<file path="src/rtl/bp_pkg.sv">
// Shared gshare predictor definitions: widths, counter encodings, index/tag
// extraction and the AGEX -> FE update bundle.
package bp_pkg;

  localparam int DBITS          = 32;
  localparam int PT_INDEX_BITS  = 8;
  localparam int BTB_INDEX_BITS = 4;
  localparam int BHR_BITS       = 8;
  localparam int TAG_BITS       = DBITS - BTB_INDEX_BITS - 2;

  localparam logic [1:0] SNT = 2'd0;
  localparam logic [1:0] WNT = 2'd1;
  localparam logic [1:0] WT  = 2'd2;
  localparam logic [1:0] ST  = 2'd3;

  typedef struct packed {
    logic                      valid;
    logic [DBITS-1:0]          pc;
    logic [DBITS-1:0]          target;
    logic                      taken;
    logic                      mispredict;
    logic [PT_INDEX_BITS-1:0]  pt_index;
    logic [BTB_INDEX_BITS-1:0] btb_index;
    logic [BHR_BITS-1:0]       bhr;
  } bp_update_t;

  // Word-aligned PCs: the two low bits never take part in indexing.
  function automatic logic [PT_INDEX_BITS-1:0] pt_index_of(input logic [DBITS-1:0] pc,
                                                           input logic [BHR_BITS-1:0] hist);
    return PT_INDEX_BITS'(pc >> 2) ^ hist;
  endfunction

  function automatic logic [BTB_INDEX_BITS-1:0] btb_index_of(input logic [DBITS-1:0] pc);
    return BTB_INDEX_BITS'(pc >> 2);
  endfunction

  function automatic logic [TAG_BITS-1:0] btb_tag_of(input logic [DBITS-1:0] pc);
    return TAG_BITS'(pc >> (BTB_INDEX_BITS + 2));
  endfunction

  function automatic logic [1:0] ctr_next(input logic [1:0] ctr, input logic taken);
    if (taken) return (ctr == ST) ? ST : ctr + 2'd1;
    return (ctr == SNT) ? SNT : ctr - 2'd1;
  endfunction

endpackage

</file>
<file path="src/rtl/bp_btb.sv">
// Branch target buffer: combinational read of the pre-edge contents, one
// registered write port, so a same-cycle write is seen only by later reads.
module bp_btb #(
  parameter int INDEX_BITS = bp_pkg::BTB_INDEX_BITS,
  parameter int TAG_W      = bp_pkg::TAG_BITS,
  parameter int DW         = bp_pkg::DBITS
) (
  input  logic                  clk,
  input  logic                  reset,
  input  logic [INDEX_BITS-1:0] rd_index,
  input  logic [TAG_W-1:0]      rd_tag,
  output logic                  rd_hit,
  output logic [DW-1:0]         rd_target,
  input  logic                  wr_en,
  input  logic [INDEX_BITS-1:0] wr_index,
  input  logic [TAG_W-1:0]      wr_tag,
  input  logic [DW-1:0]         wr_target
);
  import bp_pkg::*;

  localparam int ENTRIES = 1 << INDEX_BITS;

  logic [ENTRIES-1:0] valid;
  logic [TAG_W-1:0]   tag    [ENTRIES];
  logic [DW-1:0]      target [ENTRIES];

  assign rd_hit    = valid[rd_index] && (tag[rd_index] == rd_tag);
  assign rd_target = target[rd_index];

  always_ff @(posedge clk or negedge reset) begin
    if (!reset) begin
      valid <= '0;
      for (int i = 0; i < ENTRIES; i++) begin
        tag[i]    <= '0;
        target[i] <= '0;
      end
    end else if (wr_en) begin
      valid[wr_index]  <= 1'b1;
      tag[wr_index]    <= wr_tag;
      target[wr_index] <= wr_target;
    end
  end

endmodule

</file>
<file path="src/rtl/fe_branch_predictor.sv">
// Fetch-side gshare predictor: PT, speculative BHR and BTB lookup with a
// registered prediction, trained and recovered by resolved branches from AGEX.
module fe_branch_predictor #(
  parameter int DBITS          = bp_pkg::DBITS,
  parameter int PT_INDEX_BITS  = bp_pkg::PT_INDEX_BITS,
  parameter int BTB_INDEX_BITS = bp_pkg::BTB_INDEX_BITS,
  parameter int BHR_BITS       = bp_pkg::BHR_BITS
) (
  input  logic                      clk,
  input  logic                      reset,
  input  logic                      fetch_valid,
  input  logic                      fetch_stall,
  input  logic [DBITS-1:0]          fetch_pc,
  output logic                      pred_valid,
  output logic                      pred_taken,
  output logic                      pred_btb_hit,
  output logic [DBITS-1:0]          pred_next_pc,
  output logic [PT_INDEX_BITS-1:0]  pred_pt_index,
  output logic [BTB_INDEX_BITS-1:0] pred_btb_index,
  output logic [BHR_BITS-1:0]       pred_bhr,
  input  logic                      upd_valid,
  input  logic [DBITS-1:0]          upd_pc,
  input  logic [DBITS-1:0]          upd_target,
  input  logic                      upd_taken,
  input  logic                      upd_mispredict,
  input  logic [PT_INDEX_BITS-1:0]  upd_pt_index,
  input  logic [BTB_INDEX_BITS-1:0] upd_btb_index,
  input  logic [BHR_BITS-1:0]       upd_bhr
);
  import bp_pkg::*;

  localparam int PT_ENTRIES = 1 << PT_INDEX_BITS;

  bp_update_t upd;
  always_comb begin
    upd            = '0;
    upd.valid      = upd_valid;
    upd.pc         = upd_pc;
    upd.target     = upd_target;
    upd.taken      = upd_taken;
    upd.mispredict = upd_mispredict;
    upd.pt_index   = upd_pt_index;
    upd.btb_index  = upd_btb_index;
    upd.bhr        = upd_bhr;
  end

  logic [1:0]                pt [PT_ENTRIES];
  logic [BHR_BITS-1:0]       bhr;
  logic [PT_INDEX_BITS-1:0]  lk_pt_index;
  logic [BTB_INDEX_BITS-1:0] lk_btb_index;
  logic [TAG_BITS-1:0]       lk_tag;
  logic [TAG_BITS-1:0]       wr_tag;
  logic                      lk_hit;
  logic                      lk_taken;
  logic [DBITS-1:0]          lk_target;
  logic [DBITS-1:0]          lk_next_pc;
  logic                      recover;
  logic                      accept;

  assign lk_pt_index  = pt_index_of(fetch_pc, bhr);
  assign lk_btb_index = btb_index_of(fetch_pc);
  assign lk_tag       = btb_tag_of(fetch_pc);
  assign wr_tag       = btb_tag_of(upd.pc);

  bp_btb u_btb (
    .clk       (clk),
    .reset     (reset),
    .rd_index  (lk_btb_index),
    .rd_tag    (lk_tag),
    .rd_hit    (lk_hit),
    .rd_target (lk_target),
    .wr_en     (upd.valid && upd.taken),
    .wr_index  (upd.btb_index),
    .wr_tag    (wr_tag),
    .wr_target (upd.target)
  );

  assign lk_taken   = lk_hit && pt[lk_pt_index][1];
  assign lk_next_pc = lk_taken ? lk_target : fetch_pc + DBITS'(4);

  // A mispredict squashes the same-cycle lookup: its history is already wrong.
  assign recover = upd.valid && upd.mispredict;
  assign accept  = fetch_valid && !fetch_stall && !recover;

  always_ff @(posedge clk or negedge reset) begin
    if (!reset) begin
      for (int i = 0; i < PT_ENTRIES; i++) pt[i] <= WNT;
    end else if (upd.valid) begin
      pt[upd.pt_index] <= ctr_next(pt[upd.pt_index], upd.taken);
    end
  end

  always_ff @(posedge clk or negedge reset) begin
    if (!reset) begin
      bhr <= '0;
    end else if (recover) begin
      bhr <= {upd.bhr[BHR_BITS-2:0], upd.taken};
    end else if (accept && lk_hit) begin
      bhr <= {bhr[BHR_BITS-2:0], lk_taken};
    end
  end

  always_ff @(posedge clk or negedge reset) begin
    if (!reset) begin
      pred_valid     <= 1'b0;
      pred_taken     <= 1'b0;
      pred_btb_hit   <= 1'b0;
      pred_next_pc   <= '0;
      pred_pt_index  <= '0;
      pred_btb_index <= '0;
      pred_bhr       <= '0;
    end else if (!fetch_stall) begin
      pred_valid <= accept;
      if (accept) begin
        pred_taken     <= lk_taken;
        pred_btb_hit   <= lk_hit;
        pred_next_pc   <= lk_next_pc;
        pred_pt_index  <= lk_pt_index;
        pred_btb_index <= lk_btb_index;
        pred_bhr       <= bhr;
      end
    end
  end

endmodule

</file>
<file path="config.mk">
export PLATFORM = sky130hd
export DESIGN_NAME = fe_branch_predictor
export DESIGN_NICKNAME = d
export VERILOG_FILES = /design/src/rtl/bp_pkg.sv /design/src/rtl/bp_btb.sv /design/src/rtl/fe_branch_predictor.sv
export SDC_FILE = /design/constraint.sdc
export NUM_CORES = 2
export LEC_CHECK = 0
export ABC_AREA = 1
export CAP_MARGIN = 20
export CORE_MARGIN = 4
export CORE_UTILIZATION = 45
export CTS_CLUSTER_SIZE = 25
export DETAILED_ROUTE_END_ITERATION = 8
export SKIP_CTS_REPAIR_TIMING = 1
export SYNTH_ARGS = -nofsm -noshare
export SYNTH_HDL_FRONTEND = slang
export SYNTH_HIERARCHICAL = 1
export SYNTH_SLANG_ARGS = --single-unit
</file>
<file path="constraint.sdc">
create_clock -name clk -period 2.35 [get_ports clk]
set_clock_uncertainty 0.15 [all_clocks]
set_input_delay 0.5875 -clock clk [delete_from_list [all_inputs] [get_ports clk]]
set_output_delay 0.5875 -clock clk [all_outputs]
set_load 0.03 [all_outputs]
</file>
==> results.py <==
metrics = {
    "route": {
        "wl_um": 298100,
        "met2_length_um": 136500,
        "routed.top_layer": "met5",
        "routed-wl-met3_um": 24110,
        "drcViolationCount": 0,
        "first_pass_iters": 9,
        "drt_iter0_markers": 9218,
        "vias": 74010,
        "wl_met1_um": 116400,
        "postRouteAntennaNets": 0,
        "via_per_inst": 5.634,
        "wl_per_cell_um": 22.69,
    },
    "setup_path": {
        "arrival_ns": 3.71,
        "critPathKind": "register to register",
        "reg2reg_from": "bhr[1]",
        "start_kind": "register",
        "crit_top_cell": "nand3_4",
        "r2r_cells": 17,
        "cp_slowest_cell": "dfrtp_2",
        "cp_max_fo": 13,
        "crit_start": "bhr[1]",
        "r2r-end": "pred_next_pc[18]",
        "required_ns": 2.93,
        "regToRegSetupSlack_ns": -0.78,
        "slowest_delay_ns": 0.52,
        "crit_chain": "xnor2_4, clkbuf_16, buf_12, buf_4, nand3_1, nand3_2, nand3_2, nand3_4, nand3_4, nand3_4, nand3b_1, buf_6, buf_12, nand3_4, nand2_1, nand3_1, nand2_1",
        "crit_end": "pred_next_pc[18]",
        "end_kind": "register",
    },
    "placed_design": {
        "dp_hpwl_um": 189400,
        "place_congestion": 0.9581,
        "placed_cells": 12720,
        "io_buffers": 170,
        "place_ws_ns": -1.775,
    },
    "cells_and_area": {
        "stdcell_count": 13140,
        "final_cell_mix": "nand2_1, dfrtp_1, o21ai_0, inv_1, nand3_1",
        "drive_above_1_share_pct": 18.95,
        "post-route-util_pct": 58.37,
        "area_growth_pct": 28.54,
        "final_common_cell": "nand2_1",
        "nets": 10910,
    },
    "sta": {
        "whs_ns": 0.1950,
        "hold_violations": 0,
        "slew_viol_final": 0,
        "setup_violations": 608,
        "slew-limit-headroom_pct": 36.05,
        "fmax_mhz": 319.8,
        "rsz0062_at_grt": "yes",
        "tightest_slew_ns": 0.9592,
        "setup_slack_ns": -0.7772,
        "finalCritPeriodShare_pct": 133.1,
        "min_period_ns": 3.127,
    },
    "synth": {
        "syn-instance-count": 10020,
        "avgSynthCellArea_um2": 7.608,
        "synth_ff_type": "dfrtp_1",
        "synth_edf_count": 0,
        "ys_ff_latch": 1519,
        "synth_nets": 10140,
        "seq_area_frac_synth_pct": 50.31,
        "yosysUniqueCellTypes": 41,
        "synth_area_um2": 76190,
        "ys_async_sr_fraction_pct": 100.0,
        "ys_warn_count": 6,
    },
    "global_routing": {
        "grt-ovfl-total": 0,
        "grt_max_degree": 175,
        "grt_usage_pct": 31.96,
        "grt_pass1_vias": 69870,
        "grt_pass1_wl_um": 431500,
        "grt_antenna_before_repair": 5,
    },
    "floorplanning": {
        "initial_core_util_pct": 45.41,
        "die_h_um": 419.5,
        "core_area_um2": 167800,
        "fp.dieW_um": 419.5,
        "ios": 178,
        "rows": 150,
        "fp.dieArea_um2": 176000,
    },
    "power_and_ir_drop": {
        "p_comb_share_pct": 19.6,
        "power_density_nw_per_um2": 764.3,
        "swShare_pct": 29.92,
        "internal_power_mw": 52.45,
        "vdd.ir_drop.worst_mv": 0.6842,
        "p_leak_nw": 46.70,
        "seqPwrFrac_pct": 42.4,
        "p_clk_share_pct": 38.0,
        "p_switching_mw": 22.40,
        "fin_total_pwr_mw": 74.85,
    },
    "cts": {
        "cts.htree.levels": 4,
        "clock-sinks": 1519,
        "insertion_delay_ns": 0.84,
        "clockBufferDepth": 3,
        "cts_tree": "built",
        "clk_pin_slew_ns": 0.06,
        "cts-root-buf": "clkbuf_16",
        "numCtsBuffers": 171,
    },
    "min_path": {
        "hold_path.class": "input port to asynchronous set/reset pin",
    },
    "run_status": {
        "status": "finished, violations left",
        "violations": "setup timing",
    },
    "run": {
        "drv_cap": 0,
    },
}
[critical path, delay by kind of cell (launching register included)]
family	cells	cell delay, ns
flops	1	0.52
simple gates	11	1.25
buf+inv	5	0.82
xor+xnor	1	0.26
[cells by family after synthesis]
family | Yosys count | synth area share [%]
compound gates | 1858 | 13.61
fa+ha+maj | 1 | 0.01642
flops | 1519 | 50.31
simple gates | 4960 | 26.52
buf+inv | 1641 | 9.114
xor+xnor | 36 | 0.4237
[per-layer routing]
layer	track usage, %	vias up
li1	-	33900
met3	4.932	870
met2	51.06	3543
met4	18.47	2
met1	41.42	35700
met5	0	-
[per-stage QoR]
| step | area [um^2] | setup TNS [ns] |
|---|---|---|
| 2_1_floorplan | 76910 | -127.54 |
| 3_3_place_gp | 88460 | -1195.12 |
| 3_5_place_dp | 88460 | -1214.20 |
| 4_1_cts | 94450 | -456.07 |
| 5_1_grt | 97940 | -321.64 |
| 6_report | 97940 | -275.11 |
[area by class of cell]
| cell class | count | area, um^2 |
|---|---|---|
| fill | 14990 | 69850 |
| sequential | 1519 | 38340 |
| multi-input combinational | 6865 | 33060 |
| timing repair buffer | 1286 | 14200 |
| clock buffer | 266 | 5159 |
| inverter | 941 | 3578 |
| tap | 2204 | 2758 |
| clock inverter | 53 | 835.8 |
| antenna | 3 | 7.507 |
[state kept, by name (all words and copies together) (netlist names), 4 cells and up]
name,cells
u_btb/valid,16
pt,512
u_btb/tag,416
bhr,8
pred_bhr,8
pred_btb_index,4
pred_next_pc,32
u_btb/target,512
pred_pt_index,8
[power by group through the flow]
stage / combinational, mW / clock (mW) / sequential (mW)
final: 14.6 / 28.5 / 31.7
after detailed placement: 13.0 / 0 / 32.1
after floorplan: 7.09 / 0 / 31.9
after global routing: 16.0 / 29.9 / 32.1
after global placement: 12.8 / 0 / 32.0
after CTS: 13.1 / 28.8 / 31.7
[synthesized netlist by cell type (3+ instances only)]
master | instances | area, um^2
nand3b_1 | 5 | 37.54
a22oi_1 | 257 | 1929
o211ai_1 | 165 | 1239
o22ai_1 | 5 | 31.28
inv_2 | 11 | 41.29
dfrtp_1 | 1263 | 31610
buf_1 | 48 | 180.2
nand3_1 | 925 | 4629
buf_6 | 49 | 551.8
nor2_1 | 392 | 1471
nor2_2 | 5 | 31.28
clkbuf_2 | 7 | 35.03
a21oi_1 | 220 | 1101
or2_1 | 6 | 37.54
clkbuf_1 | 332 | 1246
buf_2 | 237 | 1186
o21ai_1 | 96 | 480.5
nand4_1 | 51 | 319.1
nand2_1 | 3396 | 12750
dfstp_2 | 256 | 6726
o21ai_0 | 1111 | 5560
buf_4 | 26 | 195.2
inv_1 | 921 | 3457
xnor2_1 | 18 | 157.7
nor3_1 | 169 | 845.8
clkinv_1 | 8 | 30.03
xor2_1 | 17 | 148.9
nor3_2 | 3 | 30.03
[how the worst min path moves through the flow]
stage	start	end	depth (start not counted)
CTS	reset	pt[479]	1
global route	fetch_stall	pred_valid	3
global placement	u_btb/valid[0]	u_btb/valid[0]	2
floorplan	reset	bhr[0]	0
detailed placement	u_btb/valid[1]	u_btb/valid[1]	2
finish	reset	pt[479]	2
No activity file was read; power rests on OpenSTA's default activity.
